**src/rtl/spu_decode_stage.sv**
```systemverilog
// rtl/spu_decode_stage.sv - SPU instruction decode stage with output register and skid buffer
//
// Ports:
//   clk, rst_n            clock, asynchronous active-low reset
//   flush                 synchronous kill of output register and skid buffer
//   in_valid/in_ready     fetch-side handshake; in_inst carries the 32-bit word
//                         (SPU bit 0 is in_inst[31])
//   out_valid/out_ready   execution-side handshake for the decoded packet
//   out_opcode            right-aligned 11-bit opcode value, 0 when illegal
//   out_fmt               0=RR 1=RI7 2=RI10 3=RI16 4=RI18 7=illegal
//   out_rt/ra/rb          register fields (zero where the format has none)
//   out_imm               extended immediate (zero for RR and illegal)
//   out_illegal           word matched no table entry
//   cnt_inst/cnt_illegal  saturating counts of delivered / delivered-illegal packets

module spu_decode_stage #(
    parameter int INST_W = 32,
    parameter int REG_AW = 7,
    parameter int CNT_W  = 32
) (
    input  logic              clk,
    input  logic              rst_n,
    input  logic              flush,
    input  logic              in_valid,
    output logic              in_ready,
    input  logic [INST_W-1:0] in_inst,
    output logic              out_valid,
    input  logic              out_ready,
    output logic [10:0]       out_opcode,
    output logic [2:0]        out_fmt,
    output logic [REG_AW-1:0] out_rt,
    output logic [REG_AW-1:0] out_ra,
    output logic [REG_AW-1:0] out_rb,
    output logic [31:0]       out_imm,
    output logic              out_illegal,
    output logic [CNT_W-1:0]  cnt_inst,
    output logic [CNT_W-1:0]  cnt_illegal
);

    // Format codes
    localparam logic [2:0] FMT_RR   = 3'd0;
    localparam logic [2:0] FMT_RI7  = 3'd1;
    localparam logic [2:0] FMT_RI10 = 3'd2;
    localparam logic [2:0] FMT_RI16 = 3'd3;
    localparam logic [2:0] FMT_RI18 = 3'd4;
    localparam logic [2:0] FMT_ILL  = 3'd7;

    // RR opcodes (11-bit)
    localparam logic [10:0] OP_A     = 11'h0C0;
    localparam logic [10:0] OP_AH    = 11'h0C8;
    localparam logic [10:0] OP_SF    = 11'h040;
    localparam logic [10:0] OP_SFH   = 11'h048;
    localparam logic [10:0] OP_AND   = 11'h0C1;
    localparam logic [10:0] OP_ANDC  = 11'h2C1;
    localparam logic [10:0] OP_OR    = 11'h041;
    localparam logic [10:0] OP_ORC   = 11'h2C9;
    localparam logic [10:0] OP_XOR   = 11'h241;
    localparam logic [10:0] OP_NAND  = 11'h0C9;
    localparam logic [10:0] OP_NOR   = 11'h049;
    localparam logic [10:0] OP_EQV   = 11'h249;
    localparam logic [10:0] OP_CEQ   = 11'h3C0;
    localparam logic [10:0] OP_CEQH  = 11'h3C8;
    localparam logic [10:0] OP_CGT   = 11'h240;
    localparam logic [10:0] OP_CGTH  = 11'h248;
    localparam logic [10:0] OP_CLGT  = 11'h2C0;
    localparam logic [10:0] OP_SHL   = 11'h05B;
    localparam logic [10:0] OP_SHLH  = 11'h05F;
    localparam logic [10:0] OP_ROT   = 11'h058;
    localparam logic [10:0] OP_ROTH  = 11'h05C;
    // RI7 opcode (11-bit)
    localparam logic [10:0] OP_SHLHI = 11'h07F;
    // RI16 opcode (9-bit, right-aligned)
    localparam logic [10:0] OP_ILH   = 11'h083;
    // RI10 opcodes (8-bit, right-aligned)
    localparam logic [10:0] OP_AHI   = 11'h01D;
    localparam logic [10:0] OP_AI    = 11'h01C;
    localparam logic [10:0] OP_SFHI  = 11'h00D;
    localparam logic [10:0] OP_SFI   = 11'h00C;
    localparam logic [10:0] OP_ANDI  = 11'h014;
    localparam logic [10:0] OP_ANDHI = 11'h015;
    localparam logic [10:0] OP_ANDBI = 11'h016;
    localparam logic [10:0] OP_ORI   = 11'h004;
    localparam logic [10:0] OP_ORHI  = 11'h005;
    localparam logic [10:0] OP_ORBI  = 11'h006;
    localparam logic [10:0] OP_XORI  = 11'h044;
    localparam logic [10:0] OP_XORHI = 11'h045;
    localparam logic [10:0] OP_XORBI = 11'h046;
    localparam logic [10:0] OP_CEQI  = 11'h07C;
    localparam logic [10:0] OP_CEQHI = 11'h07D;
    localparam logic [10:0] OP_CGTI  = 11'h04C;
    localparam logic [10:0] OP_CGTHI = 11'h04D;
    localparam logic [10:0] OP_CGTBI = 11'h04E;
    // RI18 opcode (7-bit, right-aligned)
    localparam logic [10:0] OP_ILA   = 11'h021;

    typedef struct packed {
        logic [10:0]       opcode;
        logic [2:0]        fmt;
        logic [REG_AW-1:0] rt;
        logic [REG_AW-1:0] ra;
        logic [REG_AW-1:0] rb;
        logic [31:0]       imm;
        logic              illegal;
    } pkt_t;

    pkt_t        dec_pkt;
    pkt_t        out_pkt;
    pkt_t        skid_pkt;
    logic        skid_full;
    logic [10:0] d_op;
    logic [2:0]  d_fmt;
    logic        d_hit;
    logic        in_fire;
    logic        out_fire;
    logic        out_free;

    // Opcode match. Each width is tried in order, longest first; a code
    // only matches at its own width because each case compares a
    // zero-extended slice of exactly that width.
    always_comb begin
        d_op  = 11'h000;
        d_fmt = FMT_ILL;
        d_hit = 1'b1;
        case (in_inst[31:21])
            OP_A, OP_AH, OP_SF, OP_SFH, OP_AND, OP_ANDC, OP_OR, OP_ORC,
            OP_XOR, OP_NAND, OP_NOR, OP_EQV, OP_CEQ, OP_CEQH, OP_CGT,
            OP_CGTH, OP_CLGT, OP_SHL, OP_SHLH, OP_ROT, OP_ROTH: begin
                d_op  = in_inst[31:21];
                d_fmt = FMT_RR;
            end
            OP_SHLHI: begin
                d_op  = in_inst[31:21];
                d_fmt = FMT_RI7;
            end
            default: d_hit = 1'b0;
        endcase

        if (!d_hit) begin
            d_hit = 1'b1;
            case ({2'b00, in_inst[31:23]})
                OP_ILH: begin
                    d_op  = {2'b00, in_inst[31:23]};
                    d_fmt = FMT_RI16;
                end
                default: d_hit = 1'b0;
            endcase
        end

        if (!d_hit) begin
            d_hit = 1'b1;
            case ({3'b000, in_inst[31:24]})
                OP_AHI, OP_AI, OP_SFHI, OP_SFI, OP_ANDI, OP_ANDHI, OP_ANDBI,
                OP_ORI, OP_ORHI, OP_ORBI, OP_XORI, OP_XORHI, OP_XORBI,
                OP_CEQI, OP_CEQHI, OP_CGTI, OP_CGTHI, OP_CGTBI: begin
                    d_op  = {3'b000, in_inst[31:24]};
                    d_fmt = FMT_RI10;
                end
                default: d_hit = 1'b0;
            endcase
        end

        if (!d_hit) begin
            case ({4'b0000, in_inst[31:25]})
                OP_ILA: begin
                    d_op  = {4'b0000, in_inst[31:25]};
                    d_fmt = FMT_RI18;
                end
                default: begin
                    d_op  = 11'h000;
                    d_fmt = FMT_ILL;
                end
            endcase
        end
    end

    // Field extraction by format; unused fields stay zero so downstream
    // never sees stray register numbers on formats that lack them.
    always_comb begin
        dec_pkt        = '0;
        dec_pkt.opcode = d_op;
        dec_pkt.fmt    = d_fmt;
        case (d_fmt)
            FMT_RR: begin
                dec_pkt.rt = in_inst[6:0];
                dec_pkt.ra = in_inst[13:7];
                dec_pkt.rb = in_inst[20:14];
            end
            FMT_RI7: begin
                dec_pkt.rt  = in_inst[6:0];
                dec_pkt.ra  = in_inst[13:7];
                dec_pkt.imm = {{25{in_inst[20]}}, in_inst[20:14]};
            end
            FMT_RI10: begin
                dec_pkt.rt  = in_inst[6:0];
                dec_pkt.ra  = in_inst[13:7];
                dec_pkt.imm = {{22{in_inst[23]}}, in_inst[23:14]};
            end
            FMT_RI16: begin
                dec_pkt.rt  = in_inst[6:0];
                dec_pkt.imm = {{16{in_inst[22]}}, in_inst[22:7]};
            end
            FMT_RI18: begin
                dec_pkt.rt  = in_inst[6:0];
                dec_pkt.imm = {14'b0, in_inst[24:7]};
            end
            default: begin
                dec_pkt.opcode  = 11'h000;
                dec_pkt.fmt     = FMT_ILL;
                dec_pkt.illegal = 1'b1;
            end
        endcase
    end

    // in_ready depends only on the skid flop, so it is registered and does
    // not combinationally follow out_ready.
    assign in_ready = ~skid_full;
    assign in_fire  = in_valid & in_ready;
    assign out_fire = out_valid & out_ready;
    // Output register can take a new packet this cycle.
    assign out_free = ~out_valid | out_ready;

    always_ff @(posedge clk or negedge rst_n) begin
        if (!rst_n) begin
            out_valid <= 1'b0;
            out_pkt   <= '0;
            skid_full <= 1'b0;
            skid_pkt  <= '0;
        end else if (flush) begin
            out_valid <= 1'b0;
            out_pkt   <= '0;
            skid_full <= 1'b0;
        end else if (out_free) begin
            // Skid entry is older than anything at the input, so it goes first.
            // in_ready is low whenever the skid is full, so no input is taken then.
            if (skid_full) begin
                out_pkt   <= skid_pkt;
                out_valid <= 1'b1;
                skid_full <= 1'b0;
            end else if (in_fire) begin
                out_pkt   <= dec_pkt;
                out_valid <= 1'b1;
            end else begin
                out_valid <= 1'b0;
            end
        end else if (in_fire) begin
            skid_pkt  <= dec_pkt;
            skid_full <= 1'b1;
        end
    end

    always_ff @(posedge clk or negedge rst_n) begin
        if (!rst_n) begin
            cnt_inst    <= '0;
            cnt_illegal <= '0;
        end else if (out_fire) begin
            if (cnt_inst != '1) begin
                cnt_inst <= cnt_inst + CNT_W'(1);
            end
            if (out_pkt.illegal && (cnt_illegal != '1)) begin
                cnt_illegal <= cnt_illegal + CNT_W'(1);
            end
        end
    end

    assign out_opcode  = out_pkt.opcode;
    assign out_fmt     = out_pkt.fmt;
    assign out_rt      = out_pkt.rt;
    assign out_ra      = out_pkt.ra;
    assign out_rb      = out_pkt.rb;
    assign out_imm     = out_pkt.imm;
    assign out_illegal = out_pkt.illegal;

endmodule
```
**config.mk**
```make
export PLATFORM = sky130hd
export DESIGN_NAME = spu_decode_stage
export DESIGN_NICKNAME = d
export VERILOG_FILES = /design/src/rtl/spu_decode_stage.sv
export SDC_FILE = /design/constraint.sdc
export NUM_CORES = 1
export LEC_CHECK = 0
export CAP_MARGIN = 30
export CORE_MARGIN = 2
export CORE_UTILIZATION = 54
export CTS_BUF_LIST = sky130_fd_sc_hd__clkbuf_8
export DETAILED_ROUTE_END_ITERATION = 7
export HOLD_SLACK_MARGIN = 0.15
export PLACE_DENSITY = 0.82
export SKIP_CTS_REPAIR_TIMING = 1
export SLEW_MARGIN = 20
export SYNTH_ARGS = -nofsm -noshare
export SYNTH_HDL_FRONTEND = slang
export SYNTH_SLANG_ARGS = --single-unit
```
**constraint.sdc**
```tcl
create_clock -name clk -period 2.29 [get_ports clk]
set_clock_uncertainty 0.15 [all_clocks]
set_input_delay 0.3435 -clock clk [delete_from_list [all_inputs] [get_ports clk]]
set_output_delay 0.3435 -clock clk [all_outputs]
set_load 0.02 [all_outputs]
```
==> qor.csv <==
metric;value;unit
run status;finished, final reports clean;
total number of clock tree sinks;176;
cells after synthesis;862;
GRT Resource Usage Total;0.277;
deepest level of the CTS H-tree;4;
DR vias/cell;5.76;
DRC violation count after routing;0;
net count after synthesis;901;
critical path required time;2.50;ns
Die Ht;130;um
average detailed-routed wire length per instance;17.2;um
critical setup path kind;in2reg;
vias after detailed routing;7682;
share of Yosys cell area claimed by the top area cell type;0.517;
CTS tree;built;
proportion of layout cells with a drive suffix above 1;0.176;
max_slew headroom;0.625;
highest ir drop seen on vdd;0.000422;V
clock transition at the registers of the reported paths;0.09;ns
total detailed-routing wirelength;22900;um
total of flip-flops plus latches after synthesis;176;
post-synthesis instance area;0.00852;sq mm
Placed Instances;1301;
residual antenna-violating net count after detailed routing;0;
fin. max-slew vios;0;
initial core utilization;0.556;
total core area;0.0153;sq mm
violation count after the first detailed-route iteration;645;
wire length of the first global-routing pass;36900;um
FP Rows;45;
post-detail-place hpwl;16800;um
Die Width;130;um
final setup violating endpoints;0;
startpoint kind of the worst setup timing path;input pin;
FF-to-FF path depth;7;
ratio of final minimum period to clock period;0.980;
endpoint kind of the worst setup timing path;flop;
post-synth cell types;71;
largest driver fanout on the critical path;10;
proportion of register bits with asynchronous set or reset after synthesis;1.00;
root buffer cell;clkbuf_8;
smallest hold slack;0.296;ns
Port-buffer cells;170;
sum of negative setup slack;0;ns
number of flops mapped to enable cells by yosys;0;
number of warnings issued by yosys;0;
peak clock frequency supported by timing;0.446;GHz
final number of hold-violating endpoints;0;
static leakage power;5.10;nW
number of top-level design ports;171;
leading cell types by total area after synthesis;dfrtp_1 52%, nand2_1 5.6%, xnor2_1 3.6%;
overflow left after global routing;0;
final non-filler cell total;1333;
pin slew with the least headroom to its limit;0.562;ns
count of nets after finishing;1150;
via count of the first global-routing pass;7419;
critical path data arrival time;2.45;ns
top cell type by total area after synthesis;dfrtp_1;
Min-Delay Path Class;in2async;
Diodes inserted;0;
syn_area_per_cell;9.88;sq um
maximum number of buffers from clock root to sink;2;
share of synthesized area occupied by flip-flops and latches;0.517;
area growth from synthesis to final layout;36.8;%
max-cap violations;0;
total power divided by cell area;600;mW/mm^2
number of antenna violations at the first check in global routing;0;
Skew-Pair Late Insertion Delay;0.46;ns
Die Footprint;0.0168;sq mm
TritonCTS Buffers;17;
Primary FF master, synth;dfrtp_1;
1st-pass router iterations;5;
routability congestion estimate;0.893;
post-layout minimum cycle time;2.24;ns
largest net degree at the start of global routing;58;
==> power breakdown <==
group	switching (mW)	leakage [nW]	internal, mW
combinational	0.606	2.52	0.527
sequential	0.180	2.37	3.33
clock	1.08	0.215	1.26
total	1.87	5.10	5.12
==> metal layers <==
layer | wire length [um] | global-route usage
met5 | 0 | 0
met2 | 10900 | 0.451
met3 | 1370 | 0.0475
met4 | 507 | 0.0955
met1 | 10100 | 0.377
==> area by class of cell <==
cell class / instances / area, sq um
sequential: 176 / 4410
multi-input combinational: 617 / 3830
fill: 1116 / 3660
timing repair buffer: 288 / 2680
clock buffer: 20 / 275
tap: 211 / 264
clock inverter: 10 / 160
inverter: 11 / 41.3
==> critical path: stages <==
cell	delay, ns
clkdlybuf4s50_1	0.66
nor4bb_4	0.42
buf_4	0.16
nor2_1	0.04
o22ai_1	0.15
buf_4	0.19
buf_12	0.12
nand3_1	0.09
a211oi_1	0.26
==> synthesized netlist by cell type (6+ instances only) <==
master    count
dfrtp_1     176
nand2_1     127
nor2_1       53
o21ai_0      49
nand3_1      45
a21oi_1      44
xnor2_1      35
nor3_1       25
xor2_1       25
clkbuf_1     24
nand4_1      24
a22oi_1      17
buf_4        17
and3_1       13
buf_2        12
a211oi_1     11
inv_1        10
o21ai_2      10
a31oi_1       8
and4_1        8
nand2b_1      8
a221o_1       7
a22o_1        7
a32o_1        7
nor4_1        6
==> per-stage QoR <==
stage	util	total power, mW	instance area (sq um)	worst slack [ns]
6_report	0.761	6.99	11700	0.0467
5_1_grt	0.761	7.26	11700	-0.0519
2_1_floorplan	-	4.08	8520	0.110
4_1_cts	0.755	7.00	11600	-0.0285
3_3_place_gp	0.727	4.65	11100	-0.385
3_5_place_dp	0.727	4.69	11100	-0.433
==> kinds of logic after synthesis <==
family          share of synthesized area
compound gates                      0.168
flops                               0.517
fa+ha+maj                         0.00294
mux                               0.00529
simple gates                        0.203
xor+xnor                           0.0617
buf+inv                            0.0423
==> final timing paths <==
| path | start | to | slack (ns) |
|---|---|---|---|
| max | in_inst[21] | out_rb[1]$_DFFE_PN0P_ | 0.05 |
| max reg2reg | cnt_inst[0]$_DFFE_PN0P_ | cnt_inst[16]$_DFFE_PN0P_ | 0.16 |
| min in group clk | in_inst[3] | out_rt[3]$_DFFE_PN0P_ | 0.30 |
| min | rst_n | cnt_illegal[10]$_DFFE_PN0P_ | 0.30 |
| max in group asynchronous | rst_n | cnt_inst[2]$_DFFE_PN0P_ | 1.03 |
| min reg2reg | skid_pkt[36]$_DFFE_PN0P_ | skid_pkt[36]$_DFFE_PN0P_ | 0.33 |
==> placed cells by master (no fill, tap or decap), types with 4 or more instances in the layout <==
| cell type | Yosys | layout |
|---|---|---|
| a31oi_1 | 8 | 8 |
| nor2b_1 | 5 | 5 |
| a22oi_1 | 17 | 17 |
| nor3_1 | 25 | 20 |
| inv_1 | 10 | 11 |
| dlymetal6s2s_1 | 0 | 4 |
| and2_1 | 4 | 4 |
| a32o_1 | 7 | 7 |
| clkdlybuf4s50_1 | 0 | 165 |
| clkbuf_8 | 0 | 20 |
| mux2_2 | 4 | 4 |
| buf_4 | 17 | 111 |
| xnor2_1 | 35 | 35 |
| nor2_1 | 53 | 52 |
| and4_1 | 8 | 8 |
| a221o_1 | 7 | 7 |
| bufinv_16 | 0 | 4 |
| xor2_1 | 25 | 25 |
| or3_1 | 5 | 5 |
| nand4_1 | 24 | 24 |
| and3_1 | 13 | 13 |
| or2_2 | 5 | 5 |
| o21ai_2 | 10 | 10 |
| nor3_2 | 0 | 5 |
| o211ai_1 | 4 | 4 |
| dfrtp_1 | 176 | 175 |
| buf_12 | 0 | 6 |
| a21oi_1 | 44 | 44 |
| nand2_1 | 127 | 127 |
| nor4_1 | 6 | 5 |
| a22o_1 | 7 | 7 |
| a211oi_1 | 11 | 11 |
| nand3_1 | 45 | 44 |
| o31ai_1 | 4 | 4 |
| o21ai_0 | 49 | 48 |
| nand2b_1 | 8 | 8 |
==> state kept, by name (all words and copies together) (netlist names), 3 cells and up <==
register     count
skid_pkt        55
out_imm         19
out_rt           7
out_rb           7
out_fmt          3
cnt_inst        32
cnt_illegal     32
out_ra           7
out_opcode      11
Power figures use the tool's default switching activity.
